<file path="config.mk">
export PLATFORM = sky130hd
export DESIGN_NAME = serial_comparator8_flat
export DESIGN_NICKNAME = d
export VERILOG_FILES = /design/src/rtl/alu_pkg.sv /design/src/rtl/serial_comparator8_if.sv /design/src/rtl/cmp_bit_cell.sv /design/src/rtl/serial_comparator8.sv /design/src/flat_wrapper.sv
export SDC_FILE = /design/constraint.sdc
export NUM_CORES = 1
export LEC_CHECK = 0
export ABC_AREA = 0
export CAP_MARGIN = 10
export CORE_AREA = 2 2 46 70
export CTS_CLUSTER_DIAMETER = 30
export DETAILED_ROUTE_END_ITERATION = 16
export DIE_AREA = 0 0 48 72
export GPL_TIMING_DRIVEN = 1
export MAX_ROUTING_LAYER = met4
export PLACE_DENSITY = 0.73
export SLEW_MARGIN = 20
export SYNTH_ARGS = -nofsm -noshare
export SYNTH_HDL_FRONTEND = slang
export SYNTH_HIERARCHICAL = 1
export SYNTH_SLANG_ARGS = --single-unit
</file>
<file path="constraint.sdc">
create_clock -name clk -period 2.05 [get_ports clk]
set_clock_uncertainty 0.1 [all_clocks]
set_input_delay 0.41 -clock clk [delete_from_list [all_inputs] [get_ports clk]]
set_output_delay 0.41 -clock clk [all_outputs]
set_load 0.03 [all_outputs]
</file>
<file path="src/rtl/alu_pkg.sv">
// Shared ALU definitions: comparator FSM states, flag bundle and default operand width.
package alu_pkg;

  localparam int ALU_WIDTH = 8;

  typedef enum logic [1:0] {
    IDLE  = 2'd0,
    SHIFT = 2'd1,
    DONE  = 2'd2
  } cmp_state_t;

  typedef struct packed {
    logic gt;
    logic lt;
    logic eq;
  } cmp_flags_t;

  localparam cmp_flags_t FLAGS_CLEAR = '{gt: 1'b0, lt: 1'b0, eq: 1'b0};
  localparam cmp_flags_t FLAGS_EQUAL = '{gt: 1'b0, lt: 1'b0, eq: 1'b1};

  // A decided (mismatching) bit never reports equality.
  function automatic cmp_flags_t flags_from_bits(input logic gt, input logic lt);
    flags_from_bits = '{gt: gt, lt: lt, eq: 1'b0};
  endfunction

endpackage

</file>
<file path="src/rtl/serial_comparator8_if.sv">
// Start/busy/done handshake and operand/flag bundle of the serial magnitude comparator.
interface serial_comparator8_if
  import alu_pkg::*;
#(
  parameter int WIDTH = ALU_WIDTH
);

  logic             start;
  logic [WIDTH-1:0] A;
  logic [WIDTH-1:0] B;
  logic             busy;
  logic             done;
  logic             A_GT_B;
  logic             A_LT_B;
  logic             A_EQ_B;

  modport master (
    output start, A, B,
    input  busy, done, A_GT_B, A_LT_B, A_EQ_B
  );

  modport slave (
    input  start, A, B,
    output busy, done, A_GT_B, A_LT_B, A_EQ_B
  );

endinterface

</file>
<file path="src/rtl/cmp_bit_cell.sv">
// One-bit magnitude decision cell; reusable as the slice of a parallel comparator.
module cmp_bit_cell (
  input  logic a_i,
  input  logic b_i,
  output logic gt_o,
  output logic lt_o
);

  assign gt_o = a_i & ~b_i;
  assign lt_o = ~a_i & b_i;

endmodule

</file>
<file path="src/rtl/serial_comparator8.sv">
// Bit-serial MSB-first unsigned comparator: one compare cell iterated over the operand bits.
module serial_comparator8
  import alu_pkg::*;
#(
  parameter int WIDTH      = ALU_WIDTH,
  parameter bit EARLY_EXIT = 1'b1
) (
  input  logic                 clk,
  input  logic                 rst,
  serial_comparator8_if.slave  bus
);

  localparam int              CNT_W    = $clog2(WIDTH);
  localparam logic [CNT_W-1:0] CNT_LAST = CNT_W'(WIDTH - 1);

  cmp_state_t       state_q, state_d;
  logic [WIDTH-1:0] sa_q, sa_d;
  logic [WIDTH-1:0] sb_q, sb_d;
  logic [CNT_W-1:0] cnt_q, cnt_d;
  cmp_flags_t       flags_q, flags_d;
  logic             decided_q, decided_d;
  cmp_flags_t       dec_flags_q, dec_flags_d;

  logic bit_gt;
  logic bit_lt;
  logic bit_diff;

  cmp_bit_cell u_cell (
    .a_i  (sa_q[WIDTH-1]),
    .b_i  (sb_q[WIDTH-1]),
    .gt_o (bit_gt),
    .lt_o (bit_lt)
  );

  assign bit_diff = bit_gt | bit_lt;

  always_comb begin
    // NOTE: every _d gets a hold default first, so no path through the case can infer a latch.
    state_d     = state_q;
    sa_d        = sa_q;
    sb_d        = sb_q;
    cnt_d       = cnt_q;
    flags_d     = flags_q;
    decided_d   = decided_q;
    dec_flags_d = dec_flags_q;

    unique case (state_q)
      IDLE: begin
        if (bus.start) begin
          state_d     = SHIFT;
          sa_d        = bus.A;
          sb_d        = bus.B;
          cnt_d       = CNT_LAST;
          decided_d   = 1'b0;
          dec_flags_d = FLAGS_CLEAR;
        end
      end

      SHIFT: begin
        if (EARLY_EXIT && bit_diff) begin
          flags_d = flags_from_bits(bit_gt, bit_lt);
          state_d = DONE;
        end else if (cnt_q == '0) begin
          // Last bit: an earlier sticky decision outranks whatever the LSB says.
          state_d = DONE;
          if (decided_q) begin
            flags_d = dec_flags_q;
          end else if (bit_diff) begin
            flags_d = flags_from_bits(bit_gt, bit_lt);
          end else begin
            flags_d = FLAGS_EQUAL;
          end
        end else begin
          sa_d  = sa_q << 1;
          sb_d  = sb_q << 1;
          cnt_d = cnt_q - CNT_W'(1);
          if (bit_diff && !decided_q) begin
            decided_d   = 1'b1;
            dec_flags_d = flags_from_bits(bit_gt, bit_lt);
          end
        end
      end

      DONE: begin
        state_d = IDLE;
      end

      default: begin
        state_d = IDLE;
      end
    endcase
  end

  // NOTE: state registers use non-blocking assignments so all flops sample the same pre-edge values.
  always_ff @(posedge clk or posedge rst) begin
    if (rst) begin
      // NOTE: every register here is cleared because an abandoned compare must leave no residue.
      state_q     <= IDLE;
      sa_q        <= '0;
      sb_q        <= '0;
      cnt_q       <= '0;
      flags_q     <= FLAGS_CLEAR;
      decided_q   <= 1'b0;
      dec_flags_q <= FLAGS_CLEAR;
    end else begin
      state_q     <= state_d;
      sa_q        <= sa_d;
      sb_q        <= sb_d;
      cnt_q       <= cnt_d;
      flags_q     <= flags_d;
      decided_q   <= decided_d;
      dec_flags_q <= dec_flags_d;
    end
  end

  assign bus.busy   = (state_q != IDLE);
  assign bus.done   = (state_q == DONE);
  assign bus.A_GT_B = flags_q.gt;
  assign bus.A_LT_B = flags_q.lt;
  assign bus.A_EQ_B = flags_q.eq;

  a_done_onehot: assert property (@(posedge clk) disable iff (rst)
    (state_q == DONE) |-> $onehot({flags_q.gt, flags_q.lt, flags_q.eq}));

  a_done_single_cycle: assert property (@(posedge clk) disable iff (rst)
    (state_q == DONE) |=> (state_q == IDLE));

endmodule

</file>
<file path="src/flat_wrapper.sv">
// flat-port wrapper written by rule: the top's interface ports become plain ports
module serial_comparator8_flat import alu_pkg::*;
#(
  parameter int WIDTH      = ALU_WIDTH,
  parameter bit EARLY_EXIT = 1'b1
)
  (clk, rst, bus_start, bus_A, bus_B, bus_busy, bus_done, bus_A_GT_B, bus_A_LT_B, bus_A_EQ_B);
  serial_comparator8_if #(.WIDTH(WIDTH)) bus_i ();
  input  logic clk;
  input  logic rst;
  input wire logic [$bits(bus_i.start)-1:0] bus_start;
  input wire logic [$bits(bus_i.A)-1:0] bus_A;
  input wire logic [$bits(bus_i.B)-1:0] bus_B;
  output wire logic [$bits(bus_i.busy)-1:0] bus_busy;
  output wire logic [$bits(bus_i.done)-1:0] bus_done;
  output wire logic [$bits(bus_i.A_GT_B)-1:0] bus_A_GT_B;
  output wire logic [$bits(bus_i.A_LT_B)-1:0] bus_A_LT_B;
  output wire logic [$bits(bus_i.A_EQ_B)-1:0] bus_A_EQ_B;
  assign bus_i.start = bus_start;
  assign bus_i.A = bus_A;
  assign bus_i.B = bus_B;
  assign bus_busy = bus_i.busy;
  assign bus_done = bus_i.done;
  assign bus_A_GT_B = bus_i.A_GT_B;
  assign bus_A_LT_B = bus_i.A_LT_B;
  assign bus_A_EQ_B = bus_i.A_EQ_B;
  serial_comparator8 #(.WIDTH(WIDTH), .EARLY_EXIT(EARLY_EXIT)) u_core (.clk(clk), .rst(rst), .bus(bus_i));
endmodule
</file>
==> summary.md <==
| Metric | Value |
|---|---|
| Area of the multi-input gates | 523.0 sq um |
| Core Util, Final | 55.70% |
| Finish-stage setup viols | 0 |
| Synth warnings | 6 |
| R2R depth | 5 |
| Initial Utilization | 43.73% |
| Hold Violations, Final | 0 |
| DR vias/cell | 5.067 |
| Worst slew pin tran | 0.3310 ns |
| Layout overhead on the synthesized area | 27.38% |
| Post CTS Setup Buffer Count | 0 |
| FF+latch count, synth | 27 |
| First-pass GRT wire length | 3719 um |
| Clock sink total | 27 |
| IR drop worst, VDD | 0.0005953 V |
| Cell variety after synth | 26 |
| Clock slew at reported path FFs | 0.09 ns |
| Worst Setup Start Kind | register |
| Core area | 2853 sq um |
| Worst Setup End Kind | register |
| Fmax achieved | 0.5081 GHz |
| Post-route cell area | 1589 sq um |
| Number of port buffers | 23 |
| Hold Buf Count CTS | 0 |
| Global Route Usage Sum | 14.84% |
| Placed Cells | 161 |
| Routed wire length | 2177 um |
| Synthesized area | 1247 sq um |
| Crit Path Class | reg2reg |
| GR peak layer | met2 |
| Leak Pwr | 0.6709 nW |
| Outcome | finished clean |
| Drt first pass iters | 4 |
| Worst-Skew Late Latency | 0.26 ns |
| M1 GR Usage | 19.74% |
| Root buf cell | clkbuf_8 |
| Syn Inst Count | 98 |
| Final nets | 148 |
| DP HPWL | 1629 um |
| Vias in the first global route | 828 |
| Antenna violations before repair | 0 |
| Die area | 3456 sq um |
| Worst Hold Class | in2async |
| Num rows | 24 |
| Initial DRC Count | 17 |
| Post-synth ARST share | 100.0% |
| GRT overflow | 0 |
| P per Cell Area | 1380 nW/um^2 |
| Clock tree buffer depth | 2 |
| Syn_area_per_cell | 12.73 sq um |
| Post-DRT Antenna Nets | 0 |
| Min Tclk post-route | 1.968 ns |
| Pin count of the biggest net entering global routing | 28 |
| Gpl congestion | 0.7602 |
| Register area | 675.6 sq um |
| Post-synth EDFFs | 0 |
| Post-synthesis net count | 119 |
| DRC Markers | 0 |
| Fillers | 246 |
| Crit path DAT | 2.02 ns |
| Width of the die | 48 um |
| RSZ-0062 raised after global routing | no |
| CP Max Fanout | 18 |
| Slew Viols, Final | 0 |
| Met2 Use GR | 23.41% |
| Average wire per standard cell | 13.19 um |
| Number of CTS-inserted buffers | 3 |
| Post-synthesis sequential area ratio | 54.16% |
| Share of cells above drive strength 1 | 23.02% |
| Global Route met3 Usage | 2.239% |
| Non-filler cells, final | 165 |
| H-Tree Depth | 1 |
| Synth Flop Type | dfrtp_1 |
| Vias | 836 |
| I/O pin total | 24 |
| Final worst-path cycle share | 96.00% |
| Slew headroom | 77.93% |
| Worst path required time | 2.10 ns |
| DIE HEIGHT | 72 um |
| CTS tree | done |
| Ant. Diodes | 0 |
| Max Cap Violations | 0 |
| Placed instance area | 1543 sq um |
| Setup TNS | 0 ns |
==> per-layer routing <==
layer  wire [um]  vias up
met3          59        2
met2        1105       15
met5           0        -
met1        1000      412
li1            -      407
met4          12        0
==> cell usage in the layout, fill, tap and decap left out <==
cell and count:
nor3b_2 1, buf_4 4, and2_1 5, clkbuf_8 3, dfrtp_1 27, dlygate4sd2_1 1
ha_1 2, clkbuf_1 1, a31o_2 2, dlymetal6s2s_1 1, o221a_1 6, or2_2 1
nand2b_1 15, nor2_1 3, nor4_1 1, or3b_2 1, nand2_1 2, nor2b_1 3
buf_12 1, mux2_2 4, o21bai_1 2, o21ba_2 1, and2b_2 1, clkdlybuf4s50_1 21
mux2i_1 2, inv_1 4, or3_1 1, or2_4 1, o31ai_2 1, o221a_2 8
==> flip-flops by register name, summed over array words and instances (netlist names) <==
register,count
u_core/sb_q,8
u_core/dec_flags_q,2
u_core/sa_q,8
u_core/cnt_q,3
u_core/bus.A_GT_B,1
u_core/bus.A_EQ_B,1
u_core/decided_q,1
u_core/bus.A_LT_B,1
u_core/state_q,2
==> synth_stat cells (2+ instances only) <==
master / n / share of area [%]
mux2i_1: 2 / 1.6
o221a_1: 6 / 5.4
and2_1: 5 / 2.5
a31o_2: 2 / 1.4
o221a_2: 8 / 7.2
mux2_2: 4 / 3.6
inv_1: 4 / 1.2
nand2_1: 2 / 0.60
nor2_1: 3 / 0.90
o21bai_1: 2 / 1.2
buf_6: 2 / 1.8
nand2b_1: 15 / 7.5
ha_1: 2 / 2.0
nor2b_1: 3 / 1.5
dfrtp_1: 27 / 54
==> through the flow <==
stage	total power [mW]	setup slack, ns	hold slack (ns)
after CTS	2.219	0.02469	0.3981
after global routing	2.343	0.03326	0.4199
after global placement	1.891	0.02785	0.3647
after detailed placement	1.937	0.006394	0.3777
after floorplan	1.653	0.1131	0.3502
final	2.193	0.08192	0.3882
==> power breakdown <==
part           leakage, nW  switching, mW  internal, mW
logic                0.333          0.461         0.545
clock network       0.0228          0.152         0.139
registers            0.315          0.138         0.758
total                0.671          0.752          1.44
==> cell families after synthesis <==
| family | count (synthesis) | synth area share [%] |
|---|---|---|
| AOI/OAI and AO/OA | 20 | 17.05 |
| adders and majority gates | 2 | 2.006 |
| buffers and inverters | 8 | 3.911 |
| DFF | 27 | 54.16 |
| muxes | 6 | 5.215 |
| and+or+nand+nor | 35 | 17.65 |
==> layout make-up <==
type	instances	area share, %
tap	39	3.071
clock buffer	4	2.835
sequential	27	42.52
inverter	4	0.9449
multi-input combinational	63	32.91
timing repair buffer	28	17.72
==> path summary, 6_finish.rpt <==
kind | startpoint | end | slack (ns)
worst min-delay path | rst | u_core/sb_q[0] | 0.39
worst max register to register | u_core/sb_q[7] | u_core/cnt_q[0] | 0.08
max in group asynchronous | rst | u_core/bus.A_LT_B | 1.21
worst min register to register | u_core/dec_flags_q[2] | u_core/dec_flags_q[2] | 0.39
min in group clk | u_core/dec_flags_q[2] | u_core/dec_flags_q[2] | 0.39
worst max-delay path | u_core/sb_q[7] | u_core/cnt_q[0] | 0.08
==> worst max-delay path: stages (launching register included) <==
cell and delay (ns):
dfrtp_1 0.40, and2b_2 0.21, or2_4 0.28, or3_1 0.37
buf_4 0.21, mux2_2 0.28
==> what timing repair did <==
action	4_1_cts	5_1_grt
hold endpoints to repair	0	0
gates resized for setup	1	1
setup endpoints to repair	1	1
No activity file was read; power rests on OpenSTA's default activity.
